**src/rtl/issue_pkg.sv**
```systemverilog
// Shared types for the integer issue queue: operand/tag widths, ALU opcodes, entry layout.
// Latency: n/a (types and a combinational helper only).
// Backpressure: n/a.
package issue_pkg;

    localparam int TAG_W  = 5;
    localparam int DATA_W = 32;
    localparam int OPC_W  = 4;

    localparam logic [OPC_W-1:0] OPC_ADD = 4'h0;
    localparam logic [OPC_W-1:0] OPC_SUB = 4'h1;
    localparam logic [OPC_W-1:0] OPC_AND = 4'h2;
    localparam logic [OPC_W-1:0] OPC_OR  = 4'h3;
    localparam logic [OPC_W-1:0] OPC_XOR = 4'h4;
    localparam logic [OPC_W-1:0] OPC_SLL = 4'h5;
    localparam logic [OPC_W-1:0] OPC_SRL = 4'h6;
    localparam logic [OPC_W-1:0] OPC_SLT = 4'h7;

    typedef struct packed {
        logic [OPC_W-1:0]  opcode;
        logic [TAG_W-1:0]  rd_tag;
        logic [TAG_W-1:0]  rs_tag;
        logic [DATA_W-1:0] rs_data;
        logic              rs_vld;
        logic [TAG_W-1:0]  rt_tag;
        logic [DATA_W-1:0] rt_data;
        logic              rt_vld;
    } iq_entry_t;

    // Capture a CDB broadcast into any still-pending source whose tag matches.
    function automatic iq_entry_t iq_snoop(input iq_entry_t e,
                                           input logic cdb_vld,
                                           input logic [TAG_W-1:0] cdb_tag,
                                           input logic [DATA_W-1:0] cdb_data);
        iq_entry_t r;
        r = e;
        if (cdb_vld && !e.rs_vld && (e.rs_tag == cdb_tag)) begin
            r.rs_data = cdb_data;
            r.rs_vld  = 1'b1;
        end
        if (cdb_vld && !e.rt_vld && (e.rt_tag == cdb_tag)) begin
            r.rt_data = cdb_data;
            r.rt_vld  = 1'b1;
        end
        return r;
    endfunction

endpackage

```
**src/rtl/iq_oldest_ready_sel.sv**
```systemverilog
// Priority select: one-hot grant and index of the lowest-numbered asserted request.
// Latency: purely combinational.
// Backpressure: none; ports req[DEPTH], gnt[DEPTH], idx, any.
module iq_oldest_ready_sel #(
    parameter int DEPTH = 4,
    parameter int IDX_W = $clog2(DEPTH)
) (
    input  logic [DEPTH-1:0] req,
    output logic [DEPTH-1:0] gnt,
    output logic [IDX_W-1:0] idx,
    output logic             any
);

    // Scan from the top down so the lowest asserted index is the last writer.
    always_comb begin
        gnt = '0;
        idx = '0;
        any = 1'b0;
        for (int i = DEPTH - 1; i >= 0; i--) begin
            if (req[i]) begin
                gnt    = '0;
                gnt[i] = 1'b1;
                idx    = IDX_W'(i);
                any    = 1'b1;
            end
        end
    end

endmodule

```
**src/rtl/int_issue_queue.sv**
```systemverilog
// Collapsing reservation-station queue for one integer ALU lane, with CDB wakeup and dispatch bypass.
// Latency: ready dispatch -> Ready next cycle; CDB wakeup -> Ready the cycle after the broadcast.
// Backpressure: IssueQ_Full drops dispatches; Issue (arbiter grant) pops the oldest ready entry.
// Ports: Clk/Rst/Flush; Dispatch_* write port; CDB_* snoop; Issue grant in;
//        Ready/Issue_* selected op out; IssueQ_Full/IssueQ_Count occupancy.
// Entry storage uses issue_pkg::iq_entry_t, so width overrides must match the package.
module int_issue_queue #(
    parameter int DEPTH  = 4,
    parameter int TAG_W  = issue_pkg::TAG_W,
    parameter int DATA_W = issue_pkg::DATA_W,
    parameter int OPC_W  = issue_pkg::OPC_W
) (
    input  logic                         Clk,
    input  logic                         Rst,
    input  logic                         Flush,
    input  logic                         Dispatch_En,
    input  logic [OPC_W-1:0]             Dispatch_Opcode,
    input  logic [TAG_W-1:0]             Dispatch_Rd_Tag,
    input  logic [TAG_W-1:0]             Dispatch_Rs_Tag,
    input  logic [TAG_W-1:0]             Dispatch_Rt_Tag,
    input  logic [DATA_W-1:0]            Dispatch_Rs_Data,
    input  logic [DATA_W-1:0]            Dispatch_Rt_Data,
    input  logic                         Dispatch_Rs_Valid,
    input  logic                         Dispatch_Rt_Valid,
    input  logic [TAG_W-1:0]             CDB_Tag,
    input  logic [DATA_W-1:0]            CDB_Data,
    input  logic                         CDB_Valid,
    input  logic                         Issue,
    output logic                         Ready,
    output logic [OPC_W-1:0]             Issue_Opcode,
    output logic [TAG_W-1:0]             Issue_Rd_Tag,
    output logic [DATA_W-1:0]            Issue_Rs_Data,
    output logic [DATA_W-1:0]            Issue_Rt_Data,
    output logic                         IssueQ_Full,
    output logic [$clog2(DEPTH+1)-1:0]   IssueQ_Count
);

    import issue_pkg::*;

    localparam int CNT_W = $clog2(DEPTH + 1);
    localparam int IDX_W = $clog2(DEPTH);

    iq_entry_t        ent_q [DEPTH];
    iq_entry_t        ent_d [DEPTH];
    logic [CNT_W-1:0] cnt_q;
    logic [CNT_W-1:0] cnt_d;
    logic [CNT_W-1:0] cnt_shift;

    logic [DEPTH-1:0] rdy_vec;
    logic [DEPTH-1:0] sel_gnt;
    logic [IDX_W-1:0] sel_idx;
    logic             sel_any;
    iq_entry_t        iss_ent;
    iq_entry_t        new_ent;
    logic             do_issue;
    logic             do_disp;

    // Readiness looks only at registered state; a same-cycle CDB hit waits a cycle.
    always_comb begin
        rdy_vec = '0;
        for (int i = 0; i < DEPTH; i++) begin
            rdy_vec[i] = (CNT_W'(i) < cnt_q) && ent_q[i].rs_vld && ent_q[i].rt_vld;
        end
    end

    iq_oldest_ready_sel #(
        .DEPTH (DEPTH),
        .IDX_W (IDX_W)
    ) u_sel (
        .req (rdy_vec),
        .gnt (sel_gnt),
        .idx (sel_idx),
        .any (sel_any)
    );

    // One-hot AND-OR mux; an empty grant yields all-zero issue outputs.
    always_comb begin
        iss_ent = '0;
        for (int i = 0; i < DEPTH; i++) begin
            if (sel_gnt[i]) begin
                iss_ent = iq_entry_t'(iss_ent | ent_q[i]);
            end
        end
    end

    assign Ready         = sel_any;
    assign Issue_Opcode  = iss_ent.opcode;
    assign Issue_Rd_Tag  = iss_ent.rd_tag;
    assign Issue_Rs_Data = iss_ent.rs_data;
    assign Issue_Rt_Data = iss_ent.rt_data;
    assign IssueQ_Full   = (cnt_q == CNT_W'(DEPTH));
    assign IssueQ_Count  = cnt_q;

    // Full is judged on the pre-edge count, so an issue cannot make room for a dispatch.
    assign do_issue  = Issue & sel_any;
    assign do_disp   = Dispatch_En & ~IssueQ_Full;
    assign cnt_shift = cnt_q - CNT_W'(do_issue);

    always_comb begin
        new_ent         = '0;
        new_ent.opcode  = Dispatch_Opcode;
        new_ent.rd_tag  = Dispatch_Rd_Tag;
        new_ent.rs_tag  = Dispatch_Rs_Tag;
        new_ent.rs_data = Dispatch_Rs_Data;
        new_ent.rs_vld  = Dispatch_Rs_Valid;
        new_ent.rt_tag  = Dispatch_Rt_Tag;
        new_ent.rt_data = Dispatch_Rt_Data;
        new_ent.rt_vld  = Dispatch_Rt_Valid;
    end

    // Next state in three passes: collapse over the issued slot, append the
    // dispatch at the new tail, then snoop the CDB on everything that ends up
    // occupied (this also provides the dispatch bypass).
    always_comb begin
        cnt_d = cnt_shift + CNT_W'(do_disp);
        for (int i = 0; i < DEPTH; i++) begin
            ent_d[i] = ent_q[i];
        end
        for (int i = 0; i < DEPTH - 1; i++) begin
            if (do_issue && (IDX_W'(i) >= sel_idx)) begin
                ent_d[i] = ent_q[i + 1];
            end
        end
        if (do_issue) begin
            ent_d[DEPTH-1] = '0;
        end
        for (int i = 0; i < DEPTH; i++) begin
            if (do_disp && (CNT_W'(i) == cnt_shift)) begin
                ent_d[i] = new_ent;
            end
        end
        for (int i = 0; i < DEPTH; i++) begin
            if (CNT_W'(i) < cnt_d) begin
                ent_d[i] = iq_snoop(ent_d[i], CDB_Valid, CDB_Tag, CDB_Data);
            end
        end
        if (Flush) begin
            cnt_d = '0;
            for (int i = 0; i < DEPTH; i++) begin
                ent_d[i] = '0;
            end
        end
    end

    always_ff @(posedge Clk or negedge Rst) begin
        if (!Rst) begin
            cnt_q <= '0;
            for (int i = 0; i < DEPTH; i++) begin
                ent_q[i] <= '0;
            end
        end else begin
            cnt_q <= cnt_d;
            for (int i = 0; i < DEPTH; i++) begin
                ent_q[i] <= ent_d[i];
            end
        end
    end

endmodule
```
**config.mk**
```make
export PLATFORM = sky130hd
export DESIGN_NAME = int_issue_queue
export DESIGN_NICKNAME = d
export VERILOG_FILES = /design/src/rtl/issue_pkg.sv /design/src/rtl/iq_oldest_ready_sel.sv /design/src/rtl/int_issue_queue.sv
export SDC_FILE = /design/constraint.sdc
export NUM_CORES = 1
export LEC_CHECK = 0
export CAP_MARGIN = 25
export CORE_AREA = 2 2 181 228
export DETAILED_ROUTE_END_ITERATION = 8
export DIE_AREA = 0 0 183 230
export PLACE_DENSITY = 0.84
export REMOVE_ABC_BUFFERS = 1
export SYNTH_ARGS = -nofsm -noshare
export SYNTH_HDL_FRONTEND = slang
export SYNTH_HIERARCHICAL = 1
export SYNTH_SLANG_ARGS = --single-unit
```
**constraint.sdc**
```tcl
create_clock -name Clk -period 9.6 [get_ports Clk]
set_input_delay 1.92 -clock Clk [delete_from_list [all_inputs] [get_ports Clk]]
set_output_delay 1.92 -clock Clk [all_outputs]
set_load 0.005 [all_outputs]
```
Yosys cells after proc, flatten, opt, wreduce, memory -nomap -nowiden:

Index checks and enable logic that the tools add are counted.

* add/sub/neg operators: 2
* $lt $le $gt $ge: 11
* equality and inequality tests: 12
* multiplexer cells: 38
* bitwise gates (word level): 6
* reduce and logical (&&, ||, !) cells: 40

Operators by type and width (number)
* 2-to-1 mux 85 bit: 12
* 2-to-1 mux 340 bit: 1
* 2-to-1 mux 71 bit: 4
* 2-to-1 mux 33 bit: 8
* bitwise OR 85 bit: 3
* == test 5 bit: 8
* logical AND 1 bit: 31
* 2-to-1 mux 4 bit: 4
* < comparator 1 x 3 -> 1 bit (first input constant): 4
* < comparator 2 x 3 -> 1 bit (first input constant): 4
* zero test 1 bit: 8
* 2-to-1 mux 2 bit: 4
* == test 2 x 3 -> 1 bit (first input constant): 2
* greater-or-equal comparator 1 x 2 -> 1 bit (first input constant): 2
* 2-to-1 mux 1 bit: 4
* adder 3 x 1 -> 3 bit: 1
* == test 1 x 3 -> 1 bit (first input constant): 1
* == test 3 bit (second input constant): 1
* zero test 3 bit: 1
* 2-to-1 mux 3 bit: 1
* subtractor 3 x 1 -> 3 bit: 1
* AND 1 bit: 2
* greater-or-equal comparator 2 bit (first input constant): 1
* NOT 1 bit: 1

* flip-flop bits (word level): 343
* input bits: 128
* output and inout bits: 78
* word-level logic and storage cells: 142

Depth between registers and ports, before layout:

* depth after elaboration: 18
* gate-level depth with buffers: 20
* mapped depth without buffers: 17

Hierarchy:

Netlist, hierarchy kept.

Modules (own cells, without submodules)
* int_issue_queue: instances 1, cells an instance 2490, area an instance 21699.6 µm², sequential area each 8583.2 µm²
* iq_oldest_ready_sel: instances 1, cells an instance 11, area an instance 61.3 µm², sequential area each 0.0 µm²

Worst setup path after synthesis:

OpenSTA, ideal clock, no wires.

* kind: in2reg
* from: input port Issue
* to: register ent_q[212] (netlist bit)
* library setup time: 0.132 ns
* arrival time: 4.791 ns
* required time: 9.468 ns
* setup slack: 4.677 ns
* cell stages on the path: 15
* buffers on the path: 2
* cell sequence: nand2_1 inv_1 ha_1 ha_1 inv_1 ha_1 xor3_1 o21ai_0 a2111oi_0 a21oi_1 or4_1 clkbuf_1 buf_2 mux2i_1 nor2_1

RTL lines
* start: declaration: RTL line int_issue_queue.sv:28 `input logic Issue,`
* end signal: indexed assignment: RTL line int_issue_queue.sv:154 `ent_q[i] <= ent_d[i];`
* end: declaration: RTL line int_issue_queue.sv:43 `iq_entry_t ent_q [DEPTH];`

==> metrics.yaml <==
synth:
  yosysTopAreaCell: "dfrtp_1"
  ys_seq_area_frac: 0.3944
  synth.distinct_cells: 60
  yosys_register_bits: 343
  yosysWarningCount: 6
  syn_inst: 2501
  synthTopCellsByArea: "dfrtp_1, mux2i_1, nand2_1"
  synth_top_area_share: 0.3944
  post-synth-top-count-cell: "nand2_1"
  synth_enable_flop_cells: 0
  yosys_most_used_dff: "dfrtp_1"
  syn_avg_cell_area_um2: 8.701
  synth_async_sr_flop_share: 1.000
  yosys-top-cells-count: "nand2_1, nor2_1, dfrtp_1"
  syn-cell-area_um2: 21760
worst_setup_path:
  worstPathArrival_ps: 7190
  crit_family: "simple AND/OR/NAND/NOR gates"
  crit_path_end_kind: "flip-flop"
  slowest_stage: "or4_2"
  critPathBufInv: 4
  criticalPathCategory: "primary input to flip-flop"
  cp.required_ps: 9980
  path_cells: "clkdlybuf4s50_1 -> nand2_4 -> inv_1 -> ha_1 -> ha_1 -> xnor2_1 -> nand4_4 -> buf_4 -> mux2i_1 -> a221o_1 -> or4_2 -> buf_4 -> mux2i_1 -> nor2_1"
  critPathMaxStageDelay_ps: 1150
  setup.worst_path.start_class: "primary input"
  worstPathMaxFanout: 35
drt:
  drc: 0
  routed_wl_um: 74790
  wl_per_cell_um: 24.50
  postRouteAntennaNets: 0
  firstDrtPassIters: 8
  vias_per_cell: 7.104
  vias: 21690
  drt-initial-drc-count: 3267
flow_run:
  drv_cap: 0
clocking:
  cts_tree: "done"
  cts.path.max_buffers: 3
  numCtsBuffers: 36
  clock_sinks: 343
  h-tree-depth: 2
  clock_latency_ps: 540
  ctsHoldBuffers: 0
  clk_pin_slew_worst_paths_ps: 60
  clock-root-buffer: "clkbuf_16"
  ctsResizeCount: 0
  cts_setup_buffers: 0
placement:
  hpwl_um: 41220
  gp_congestion: 0.9087
  portBuffers: 205
timing:
  min_period_ps: 6813
  skew_ps: 16.99
  setup_viol: 0
  max_slew_margin: 0.2271
  finalHoldViolCount: 0
  tightest_slew_ps: 1159
  slew_violations: 0
  rsz0062_at_grt: "false"
  finalCritPeriodShare: 0.7097
  timing.setup.tns_ps: 0
  timing.hold.ws_ps: 557.7
  max_freq_mhz: 146.8
floorplan:
  dieArea_um2: 42090
  initial_core_util: 0.5466
  die_h_um: 230
  io_pins: 206
  core_area_um2: 39810
  rows: 82
  die_w_um: 183
pwr:
  p_sw_mw: 1.033
  pwr-share-comb: 0.167
  p_per_area_nw_per_um2: 145.0
  p_int_mw: 2.589
  leakage_nw: 11.60
  p_clk_frac: 0.386
  power_mw: 3.622
  ir_worst_vdd_mv: 0.1007
  seqPwrFrac: 0.446
  p_sw_frac: 0.2851
grt:
  grt_pass1_vias: 21980
  grt.total_usage: 0.3467
  antenna_found_initial: 3
  grt_overflow: 0
  grt_max_degree: 223
  grt_pass1_wl_um: 116500
layout:
  fin_util: 0.6276
  drive_above_1_share: 0.05183
  multi_input_area_um2: 12100
  seq_area_um2: 8583
  num-fill-cells: 3152
  syn_to_final_growth_pct: 14.81
  fin_nets: 2656
outcome:
  outcome: "finished, final reports clean"
worst_hold_path:
  hp-class: "flip-flop to flip-flop"
[routing by layer]
layer  GRT usage  vias up  part of all wire
met4      0.2128        2             0.059
li1            -     9126                 -
met3     0.06541      387              0.12
met5           0        -           0.00016
met2      0.5533     1611              0.46
met1      0.4358    10560              0.36
[state kept, by name, indices dropped and copies added, names as in the netlist]
register and count:
ent_q 340, IssueQ_Count 3
[final cells by class]
cell class              instances  share of cell area
diodes                          2           0.0002003
clock buffers                  50             0.04102
clock inverters                10            0.004107
inverters                      11            0.001653
multi-input cells            1888              0.4845
flip-flops and latches        343              0.3436
well taps                     504             0.02524
repair buffers                245             0.09976
[placed cells by master (no fill, tap or decap), types with 6 or more instances in the layout]
master / count
a211o_1: 75
a211oi_1: 22
a21oi_1: 31
a22oi_1: 148
a311o_1: 96
a311oi_1: 82
a31oi_1: 34
buf_4: 32
clkbuf_1: 8
clkbuf_16: 37
clkdlybuf4s50_1: 203
clkinv_2: 7
dfrtp_1: 343
inv_1: 9
mux2_2: 13
mux2i_1: 295
nand2_1: 408
nand2b_1: 33
nand3_1: 94
nand4_1: 10
nor2_1: 358
nor2b_1: 6
o211ai_1: 10
o21ai_0: 87
xnor2_1: 23
[worst paths after layout]
path                                  from    endpoint  slack [ps]  cells after the start
setup / recovery                     Issue  ent_q[222]        2790                     14
max in group asynchronous              Rst  ent_q[153]        6590                      2
hold reg to reg                  ent_q[79]   ent_q[79]         560                      2
hold / removal                   ent_q[79]   ent_q[79]         560                      2
setup reg to reg           IssueQ_Count[2]  ent_q[222]        3420                     16
min in group asynchronous              Rst  ent_q[168]        1440                      1
[logic make-up (layout without fill, tap and decap cells)]
logic type,after synthesis,count (layout),share of synthesized area
AND/OR/NAND/NOR,939,939,0.1790
buffers and inverters,270,316,0.05405
flip-flops,343,343,0.3944
other,0,2,0
XOR/XNOR,27,27,0.01156
AO/OA/AOI/OAI,610,610,0.2162
adder cells (fa/ha/maj),3,3,0.001725
multiplexers,309,309,0.1431
[power by group through the flow]
stage	combinational, mW	clock, mW	sequential [mW]
6_report	0.606	1.40	1.62
5_1_grt	0.656	1.46	1.63
4_1_cts	0.591	1.40	1.61
3_5_place_dp	0.586	0	1.64
3_3_place_gp	0.560	0	1.63
2_1_floorplan	0.349	0	1.62
[through the flow]
step | instances | cell area, um2 | setup WS [ps]
2_1_floorplan | 2242 | 20630 | -2992
3_3_place_gp | 2985 | 23700 | 2565
3_5_place_dp | 2988 | 23780 | 2384
4_1_cts | 3048 | 24900 | 2941
5_1_grt | 3053 | 24980 | 2612
6_report | 3053 | 24980 | 2787
[worst register-to-register path: stages, from the launching register on]
cell	delay, ps
dfrtp_1	520
o311a_4	400
nor2_1	160
nand2_1	190
nand2_4	400
inv_1	180
ha_1	220
ha_1	240
xnor2_1	320
nand4_4	490
buf_4	490
mux2i_1	200
a221o_1	370
or4_2	1150
buf_4	430
mux2i_1	220
nor2_1	60
No activity file was read; power rests on OpenSTA's default activity.
